[config.mk]
export PLATFORM = sky130hd
export DESIGN_NAME = iterative_alu_flat
export DESIGN_NICKNAME = d
export VERILOG_FILES = /design/src/rtl/iterative_alu_if.sv /design/src/rtl/iterative_alu.sv /design/src/flat_wrapper.sv
export SDC_FILE = /design/constraint.sdc
export NUM_CORES = 1
export LEC_CHECK = 0
export BUFFER_PORTS_ARGS = -buffer_cell sky130_fd_sc_hd__buf_4
export CAP_MARGIN = 10
export CORE_MARGIN = 4
export CORE_UTILIZATION = 60
export DETAILED_ROUTE_END_ITERATION = 8
export MAX_ROUTING_LAYER = met4
export PLACE_DENSITY_LB_ADDON = 0.3
export SYNTH_ARGS = -nofsm -noshare
export SYNTH_HDL_FRONTEND = slang
export SYNTH_SLANG_ARGS = --single-unit
export TNS_END_PERCENT = 5
[constraint.sdc]
create_clock -name clk -period 3 [get_ports clk]
set_input_delay 0.45 -clock clk [delete_from_list [all_inputs] [get_ports clk]]
set_output_delay 0.45 -clock clk [all_outputs]
set_load 0.02 [all_outputs]
[src/rtl/iterative_alu_if.sv]
// Request/result handshake bundle for iterative_alu.
// The unit (slave) accepts operations and returns a registered result.
interface iterative_alu_if;
    localparam int unsigned DATA_W = 32;
    localparam int unsigned CTRL_W = 4;

    logic              in_valid;
    logic              in_ready;
    logic [CTRL_W-1:0] ALUControl;
    logic [DATA_W-1:0] SrcA;
    logic [DATA_W-1:0] SrcB;
    logic              out_valid;
    logic              out_ready;
    logic [DATA_W-1:0] ALUResult;
    logic              Zero;

    modport master (
        output in_valid, ALUControl, SrcA, SrcB, out_ready,
        input  in_ready, out_valid, ALUResult, Zero
    );

    modport slave (
        input  in_valid, ALUControl, SrcA, SrcB, out_ready,
        output in_ready, out_valid, ALUResult, Zero
    );
endinterface

[src/rtl/iterative_alu.sv]
// Multi-cycle ALU: one-cycle arithmetic/logic ops, shifter moving one bit per clock.
// Optional feature macro ALU_SLTU_EN: code 4'b0011 becomes unsigned set-less-than.
module iterative_alu (
    input  logic           clk,
    input  logic           reset,
    iterative_alu_if.slave bus
);
    localparam int unsigned DATA_W  = 32;
    localparam int unsigned CTRL_W  = 4;
    localparam int unsigned SHAMT_W = 5;

    localparam logic [CTRL_W-1:0] OP_ADD  = 4'b0000;
    localparam logic [CTRL_W-1:0] OP_SUB  = 4'b1000;
    localparam logic [CTRL_W-1:0] OP_SLL  = 4'b0001;
    localparam logic [CTRL_W-1:0] OP_SLT  = 4'b0010;
    localparam logic [CTRL_W-1:0] OP_XOR  = 4'b0100;
    localparam logic [CTRL_W-1:0] OP_SRA  = 4'b0101;
    localparam logic [CTRL_W-1:0] OP_SRL  = 4'b1101;
    localparam logic [CTRL_W-1:0] OP_OR   = 4'b0110;
    localparam logic [CTRL_W-1:0] OP_AND  = 4'b0111;
`ifdef ALU_SLTU_EN
    localparam logic [CTRL_W-1:0] OP_SLTU = 4'b0011;
`endif

    typedef enum logic [1:0] {IDLE, SHIFT, DONE} state_t;
    typedef enum logic [1:0] {SH_SLL, SH_SRL, SH_SRA} shift_t;

    state_t              state_q, state_d;
    shift_t              kind_q, kind_d, kind_sel;
    logic [DATA_W-1:0]   result_q, result_d;
    logic [SHAMT_W-1:0]  count_q, count_d, shamt;
    logic                is_shift;
    logic                in_ready_q, out_valid_q;

    // One-bit shift step; the accept edge performs the first step itself.
    function automatic logic [DATA_W-1:0] shift1(input shift_t k, input logic [DATA_W-1:0] v);
        case (k)
            SH_SRA:  shift1 = {v[DATA_W-1], v[DATA_W-1:1]};
            SH_SRL:  shift1 = {1'b0, v[DATA_W-1:1]};
            default: shift1 = {v[DATA_W-2:0], 1'b0};
        endcase
    endfunction

    // Next-state and datapath
    always_comb begin
        state_d  = state_q;
        result_d = result_q;
        count_d  = count_q;
        kind_d   = kind_q;
        kind_sel = SH_SLL;
        is_shift = 1'b0;
        shamt    = bus.SrcB[SHAMT_W-1:0];

        case (state_q)
            IDLE: begin
                if (bus.in_valid) begin
                    case (bus.ALUControl)
                        OP_ADD:  result_d = bus.SrcA + bus.SrcB;
                        OP_SUB:  result_d = bus.SrcA - bus.SrcB;
                        OP_SLT:  result_d = DATA_W'($signed(bus.SrcA) < $signed(bus.SrcB));
`ifdef ALU_SLTU_EN
                        OP_SLTU: result_d = DATA_W'(bus.SrcA < bus.SrcB);
`endif
                        OP_XOR:  result_d = bus.SrcA ^ bus.SrcB;
                        OP_OR:   result_d = bus.SrcA | bus.SrcB;
                        OP_AND:  result_d = bus.SrcA & bus.SrcB;
                        OP_SLL:  begin is_shift = 1'b1; kind_sel = SH_SLL; end
                        OP_SRL:  begin is_shift = 1'b1; kind_sel = SH_SRL; end
                        OP_SRA:  begin is_shift = 1'b1; kind_sel = SH_SRA; end
                        default: result_d = '0;
                    endcase

                    if (!is_shift) begin
                        state_d = DONE;
                    end else if (shamt == '0) begin
                        result_d = bus.SrcA;
                        state_d  = DONE;
                    end else begin
                        kind_d   = kind_sel;
                        result_d = shift1(kind_sel, bus.SrcA);
                        count_d  = shamt - SHAMT_W'(1);
                        state_d  = (shamt == SHAMT_W'(1)) ? DONE : SHIFT;
                    end
                end
            end
            SHIFT: begin
                result_d = shift1(kind_q, result_q);
                count_d  = count_q - SHAMT_W'(1);
                if (count_q == SHAMT_W'(1)) begin
                    state_d = DONE;
                end
            end
            DONE: begin
                if (bus.out_ready) begin
                    state_d = IDLE;
                end
            end
            default: state_d = IDLE;
        endcase
    end

    // State, datapath and handshake registers
    always_ff @(posedge clk or posedge reset) begin
        if (reset) begin
            state_q     <= IDLE;
            kind_q      <= SH_SLL;
            result_q    <= '0;
            count_q     <= '0;
            in_ready_q  <= 1'b1;
            out_valid_q <= 1'b0;
        end else begin
            state_q     <= state_d;
            kind_q      <= kind_d;
            result_q    <= result_d;
            count_q     <= count_d;
            in_ready_q  <= (state_d == IDLE);
            out_valid_q <= (state_d == DONE);
        end
    end

    assign bus.in_ready  = in_ready_q;
    assign bus.out_valid = out_valid_q;
    assign bus.ALUResult = result_q;
    assign bus.Zero      = (result_q == '0);

endmodule

[src/flat_wrapper.sv]
// flat-port wrapper written by rule: the top's interface ports become plain ports
module iterative_alu_flat 
  (clk, reset, bus_in_valid, bus_ALUControl, bus_SrcA, bus_SrcB, bus_out_ready, bus_in_ready, bus_out_valid, bus_ALUResult, bus_Zero);
  iterative_alu_if bus_i ();
  input  logic clk;
  input  logic reset;
  input wire logic [$bits(bus_i.in_valid)-1:0] bus_in_valid;
  input wire logic [$bits(bus_i.ALUControl)-1:0] bus_ALUControl;
  input wire logic [$bits(bus_i.SrcA)-1:0] bus_SrcA;
  input wire logic [$bits(bus_i.SrcB)-1:0] bus_SrcB;
  input wire logic [$bits(bus_i.out_ready)-1:0] bus_out_ready;
  output wire logic [$bits(bus_i.in_ready)-1:0] bus_in_ready;
  output wire logic [$bits(bus_i.out_valid)-1:0] bus_out_valid;
  output wire logic [$bits(bus_i.ALUResult)-1:0] bus_ALUResult;
  output wire logic [$bits(bus_i.Zero)-1:0] bus_Zero;
  assign bus_i.in_valid = bus_in_valid;
  assign bus_i.ALUControl = bus_ALUControl;
  assign bus_i.SrcA = bus_SrcA;
  assign bus_i.SrcB = bus_SrcB;
  assign bus_i.out_ready = bus_out_ready;
  assign bus_in_ready = bus_i.in_ready;
  assign bus_out_valid = bus_i.out_valid;
  assign bus_ALUResult = bus_i.ALUResult;
  assign bus_Zero = bus_i.Zero;
  iterative_alu u_core (.clk(clk), .reset(reset), .bus(bus_i));
endmodule
Word-level counts from Yosys, hierarchy flattened
Cells that the tools add are included.
{"block": "word_totals", "ff_bits": 43, "word_cells": 73}
{"block": "op_classes", "bitwise_logic": 4, "order_cmp": 1, "mux": 24, "n_addsub": 4, "eq_ne": 22, "n_reduce_logical": 11}
{"op": "$pmux 32 s7", "count": 1}
{"op": "$pmux 32 s2", "count": 3}
{"op": "$mux 32", "count": 3}
{"op": "$add 32x32->32", "count": 1}
{"op": "$and 32x32->32", "count": 1}
{"op": "$logic_not 32->1", "count": 1}
{"op": "$lt 32x32->1", "count": 1}
{"op": "$or 32x32->32", "count": 1}
{"op": "$sub 32x32->32", "count": 1}
{"op": "$xor 32x32->32", "count": 1}
{"op": "$eq 4x3->1 const B", "count": 4}
{"op": "$mux 2", "count": 8}
{"op": "$mux 5", "count": 3}
{"op": "$reduce_and 4->1", "count": 3}
{"op": "$eq 5x1->1 const B", "count": 2}
{"op": "$pmux 5 s2", "count": 1}
{"op": "$sub 5x1->5 const B", "count": 2}
{"op": "$eq 2x2->1 const B", "count": 4}
{"op": "$eq 4x4->1 const B", "count": 2}
{"op": "$eq 2x1->1 const B", "count": 3}
{"op": "$ne 2x2->1 const B", "count": 3}
{"op": "$pmux 2 s3", "count": 1}
{"op": "$logic_not 5->1", "count": 1}
{"op": "$eq 4x1->1 const B", "count": 1}
{"op": "11 further kinds", "count": 14}

Depth between registers and ports, before layout
{"block": "logic_depth", "word_depth": 10, "mapped_depth": 15}

Worst setup path before layout
OpenSTA, ideal clock, no wires.
{"block": "synth_path", "kind": "in2reg", "start": "in bus_SrcA[0]", "end": "reg u_core.result_q[28] (netlist: u_core.bus.ALUResult[28])", "stages": 14, "required_time_ns": 2.880, "setup_time_ns": 0.120, "path_buffers": 0, "arrival_ns": 2.895, "path_slack_ns": -0.014, "cell_sequence": "inv_1 ha_1 inv_1 fa_1 nor2b_1 o211ai_1 a21oi_1 a41o_1 a41oi_2 a21oi_2 a31oi_2 o221a_2 mux2i_1 a31o_1"}
{"block": "synth_between", "elab_chain_len": 5}
{"element": "start: declaration", "line_no": "flat_wrapper.sv:9", "source": "input wire logic [$bits(bus_i.SrcA)-1:0] bus_SrcA;"}
{"element": "$sub 32x32->32 or $add 32x32->32 (tied branches)", "line_no": "iterative_alu.sv:59, iterative_alu.sv:58"}
{"element": "$pmux 32 s7 *", "line_no": "iterative_alu.sv:57", "source": "case (bus.ALUControl)"}
{"element": "$mux 32 *", "line_no": "iterative_alu.sv:73", "source": "if (!is_shift) begin"}
{"element": "$mux 32 *", "line_no": "iterative_alu.sv:56", "source": "if (bus.in_valid) begin"}
{"element": "$pmux 32 s2 *", "line_no": "iterative_alu.sv:54", "source": "case (state_q)"}
{"element": "end signal: assignment", "line_no": "iterative_alu.sv:114", "source": "result_q <= result_d;"}
{"element": "end: declaration", "line_no": "iterative_alu.sv:30", "source": "logic [DATA_W-1:0] result_q, result_d;"}
Mark *: on every way between the ends. The rest lies on a longest branch, timed or not. The select of a mux whose other input is x is not followed.
A chain may end at the register's enable or synchronous reset.

Worst setup path after layout
{"block": "layout_path", "start": "in bus_SrcA[0]", "end": "reg u_core.result_q[10] (netlist: u_core.bus.ALUResult[10])"}
The elaborated chain is that of the path after synthesis.

==> PnR_summary.wiki <==
{| class="wikitable"
! Metric !! Value
|-
| Run status || complete, but fails checks
|-
| Violations in the final reports || DRC, setup timing
|-
| Stage delay of the slowest cell on the critical path || 0.35 ns
|-
| Final critical path time including I/O delays and setup || around 3 ns
|-
| Number of antenna violations at the first check in global routing || 0
|-
| Final count of hold timing violations || 0
|-
| Number of maximum-capacitance violations || 0
|-
| Synthesized instance count || 1196
|-
| Leakage Power || 5.288 nW
|-
| Category of the worst setup path capture point || flop
|-
| Nets || 1656
|-
| Routed wire length per instance || ~23 µm
|-
| Total clock buffers created by CTS || 5
|-
| Slew at the pin with the worst max-slew slack || roughly 1.1 ns
|-
| Die Footprint || around 16000 µm²
|-
| Clock root buffer || sky130_fd_sc_hd__clkbuf_16
|-
| Ranking of synthesized cells by area || sky130_fd_sc_hd__ha_1 16%, sky130_fd_sc_hd__dfrtp_1 12%, sky130_fd_sc_hd__a21oi_1 6.7%
|-
| Setup TNS || -0.006232 ns
|-
| GRT Util Overall || 0.4489
|-
| Height of the die || 127.4 µm
|-
| Worst setup path startpoint || bus_SrcA[0]
|-
| Residual antenna-violating net count after detailed routing || 0
|-
| Number of placement rows || 43
|-
| Worst path cell trace || buf_4 > buf_4 > ha_2 > fa_2 > a21o_1 > a221oi_4 > buf_4 > buf_4 > o21a_1 > o21bai_1 > a21oi_1 > nor2_1 > o21ai_0 > o21ai_0 > a21oi_2 > nor2_1
|-
| Setup repair after global routing missed its margin || true
|-
| Launch instance of the worst register-to-register path || u_core.state_q[0]$_DFF_PP0_
|-
| Data required time at the worst endpoint || roughly 3.2 ns
|-
| Fraction of layout instances using a drive strength above 1 || 0.2889
|-
| Most numerous cell in the Yosys netlist || sky130_fd_sc_hd__nor2_1
|-
| Total via count after detailed routing || 11.74k
|-
| H-tree levels || 2
|-
| Synth cell count leaders || 116 x sky130_fd_sc_hd__nor2_1, 114 x sky130_fd_sc_hd__a21oi_1, 112 x sky130_fd_sc_hd__ha_1
|-
| Crit start category || input pin
|-
| Critical-path cell with the highest stage delay || sky130_fd_sc_hd__fa_2
|-
| Signed area change from the synthesized netlist to the final layout || 33.52%
|-
| Syn Nets || 1382
|-
| Clock tree from TritonCTS || built
|-
| First DRT Iteration DRCs || 1958
|-
| End of the worst register-to-register path || u_core.bus.ALUResult[10]$_DFFE_PP0P_
|-
| Synth cell types || 85
|-
| DRT Pass-1 Iters || 9
|-
| Storage element area || 1077 µm²
|-
| Hold Crit Class || in -> async
|-
| Power per unit of standard cell area || 429.9 nW/µm²
|-
| Vias in the first global route || 11.05k
|-
| Most common flop cell mapped by yosys || sky130_fd_sc_hd__dfrtp_1
|-
| Worst hold slack after final layout || 0.2730 ns
|-
| Number of vias per cell || about 7
|-
| Depth of the most critical reg-to-reg path || 8
|-
| Final setup violation count || 1
|-
| Clock-pin transition on the worst setup and hold timing paths || 0.07 ns
|-
| Flip-flop and latch count after synthesis || 43
|-
| Die outline width || 127.4 µm
|-
| Critical path's most frequent cell || sky130_fd_sc_hd__buf_4
|-
| Port-buffer cells || 106
|-
| Summed instance area of the synthesized netlist || 8554 µm²
|-
| GRT Residual Overflow || 0
|-
| Count of antenna diodes in the layout || 0
|-
| Ports placed on the boundary || roughly 110
|-
| Post-detailed-placement half-perimeter wirelength || around 28000 µm
|-
| Total DRC errors in the routed layout || 4
|-
| Sequential element share of the synthesized area || 0.1259
|-
| Crit path arrival time || 3.17 ns
|-
| R2R Setup Slk || 0.64 ns
|-
| Number of synthesized flops with an enable pin || 0
|-
| Clock Latency Late Sink || 0.29 ns
|-
| Achievable frequency || 332.6 MHz
|-
| Biggest area consumer among synthesized cells || sky130_fd_sc_hd__ha_1
|-
| Worst-case setup margin in the final layout || -0.006232 ns
|-
| Share of flip-flops with an asynchronous set or reset after synthesis || 1.000
|-
| Post-Route Skew || between 0.006 and 0.007 ns
|-
| CP Class || in -> reg
|-
| Worst rel slew slack || 0.2877
|-
| Count of synthesis-stage warnings from yosys || 0
|-
| Pins over their slew limit || 0
|-
| Max Root-Sink Buffers || 2
|-
| Starting Density || 0.6139
|-
| Area used by multi-input combinational logic || 6878 µm²
|-
| Final RePlAce weighted congestion || 1.069
|-
| Std-Cell Core Area || 13930 µm²
|-
| Total number of clock tree sinks || 43
|-
| Syn avg cell area || between 7 and 8 µm²
|-
| Number of fill cells in the layout || 949
|-
| Pin count of the biggest net entering global routing || 34
|-
| Max Fanout on Critical Path || 3
|-
| Wire length of the first global-routing pass || 57500 µm
|-
| IR Drop Worst-Case VDD || 0.2776 mV
|-
| Total detailed-routing wirelength || 37780 µm
|-
| Area share of the largest cell type after synthesis || 0.1638
|-
| Final period utilization || 1.002
|}
## stage by stage
step	power (mW)	instances	utilization	setup slack [ns]	instance area, µm²
floorplan	2.698	1196	-	0.001139	8554
global placement	3.936	1636	0.7877	-0.3170	10980
detailed placement	4.040	1636	0.7877	-0.4123	10980
CTS	4.657	1644	0.8006	0.002511	11160
global route	5.098	1651	0.8197	-0.1109	11420
finish	4.910	1651	0.8197	-0.006232	11420
## power by group
| group | switching [mW] | internal [mW] | total [mW] |
|---|---|---|---|
| Sequential | 0.393 | 0.811 | 1.20 |
| Clock | 0.246 | 0.355 | 0.600 |
| Combinational | 1.82 | 1.28 | 3.11 |
| Total | 2.46 | 2.45 | 4.91 |
## metal layers
metal  wire length, µm  vias to the layer above  track usage  share of wire
li1                  -                     5049            -              -
met1             13470                     5288       0.5768           0.36
met2             15620                     1081       0.6680           0.41
met3              6059                      317       0.1212           0.16
met4              2633                        0       0.1830          0.070
met5                 0                        -            -              0
## layout by cell type, fill, tap and decap left out, drive strengths merged, types with 22 or more instances in the layout
cell,netlist,layout
buf,30,352
a21oi,118,118
nor2,116,116
ha,112,112
inv,107,106
o21ai,102,102
nand2,76,76
dfrtp,42,42
a221oi,41,41
a211oi,37,37
a221o,36,36
nor3,32,32
a31oi,30,30
o31ai,22,22
nor4,22,22
## area by class of cell
type / instances / area share
Multi-Input combinational cell: 961 / 0.6021
Timing Repair Buffer: 352 / 0.2346
Sequential cell: 43 / 0.09431
Inverter: 107 / 0.03516
Tap cell: 180 / 0.01972
Clock buffer: 7 / 0.01336
Clock inverter: 1 / 0.0006572
## sequential cells by signal, summed over array words and instances, names as in the netlist
| register | flops |
|---|---|
| u_core.bus.ALUResult | 32 |
| u_core.state_q | 2 |
| u_core.count_q | 5 |
| u_core.kind_q | 2 |
| u_core.bus.out_valid | 1 |
| u_core.bus.in_ready | 1 |
## worst max-delay path by stage
stage | end | slack, ns | depth (start not counted)
floorplan | u_core.bus.ALUResult[28]$_DFFE_PP0P_ | 0.001 | 14
global placement | u_core.bus.ALUResult[22]$_DFFE_PP0P_ | -0.32 | 16
detailed placement | u_core.bus.ALUResult[22]$_DFFE_PP0P_ | -0.41 | 16
CTS | u_core.bus.ALUResult[18]$_DFFE_PP0P_ | 0.003 | 15
global route | u_core.bus.ALUResult[30]$_DFFE_PP0P_ | -0.11 | 14
finish | u_core.bus.ALUResult[10]$_DFFE_PP0P_ | -0.006 | 16
## cells by family (layout without fill, tap and decap cells)
logic type	count (synthesis)	after routing	synth area share
XOR/XNOR	12	12	0.01229
flip-flops	43	43	0.1259
adder cells (fa/ha/maj)	114	114	0.1685
multiplexers	4	4	0.004973
AND/OR/NAND/NOR	315	315	0.1694
buffers and inverters	192	467	0.09887
AO/OA/AOI/OAI	516	516	0.4201
## critical path, delay by kind of cell
family | cells | cell delay, ns
buf+inv | 4 | 0.52
simple gates | 2 | 0.16
fa+ha+maj | 2 | 0.54
compound gates | 8 | 1.50
## timing repair
item,in CTS,in global routing
pin swaps,2,23
hold buffers,0,0
setup buffers,0,7
resized for setup,2,43
setup endpoints to repair,5,18
No activity file was read; power rests on OpenSTA's default activity.
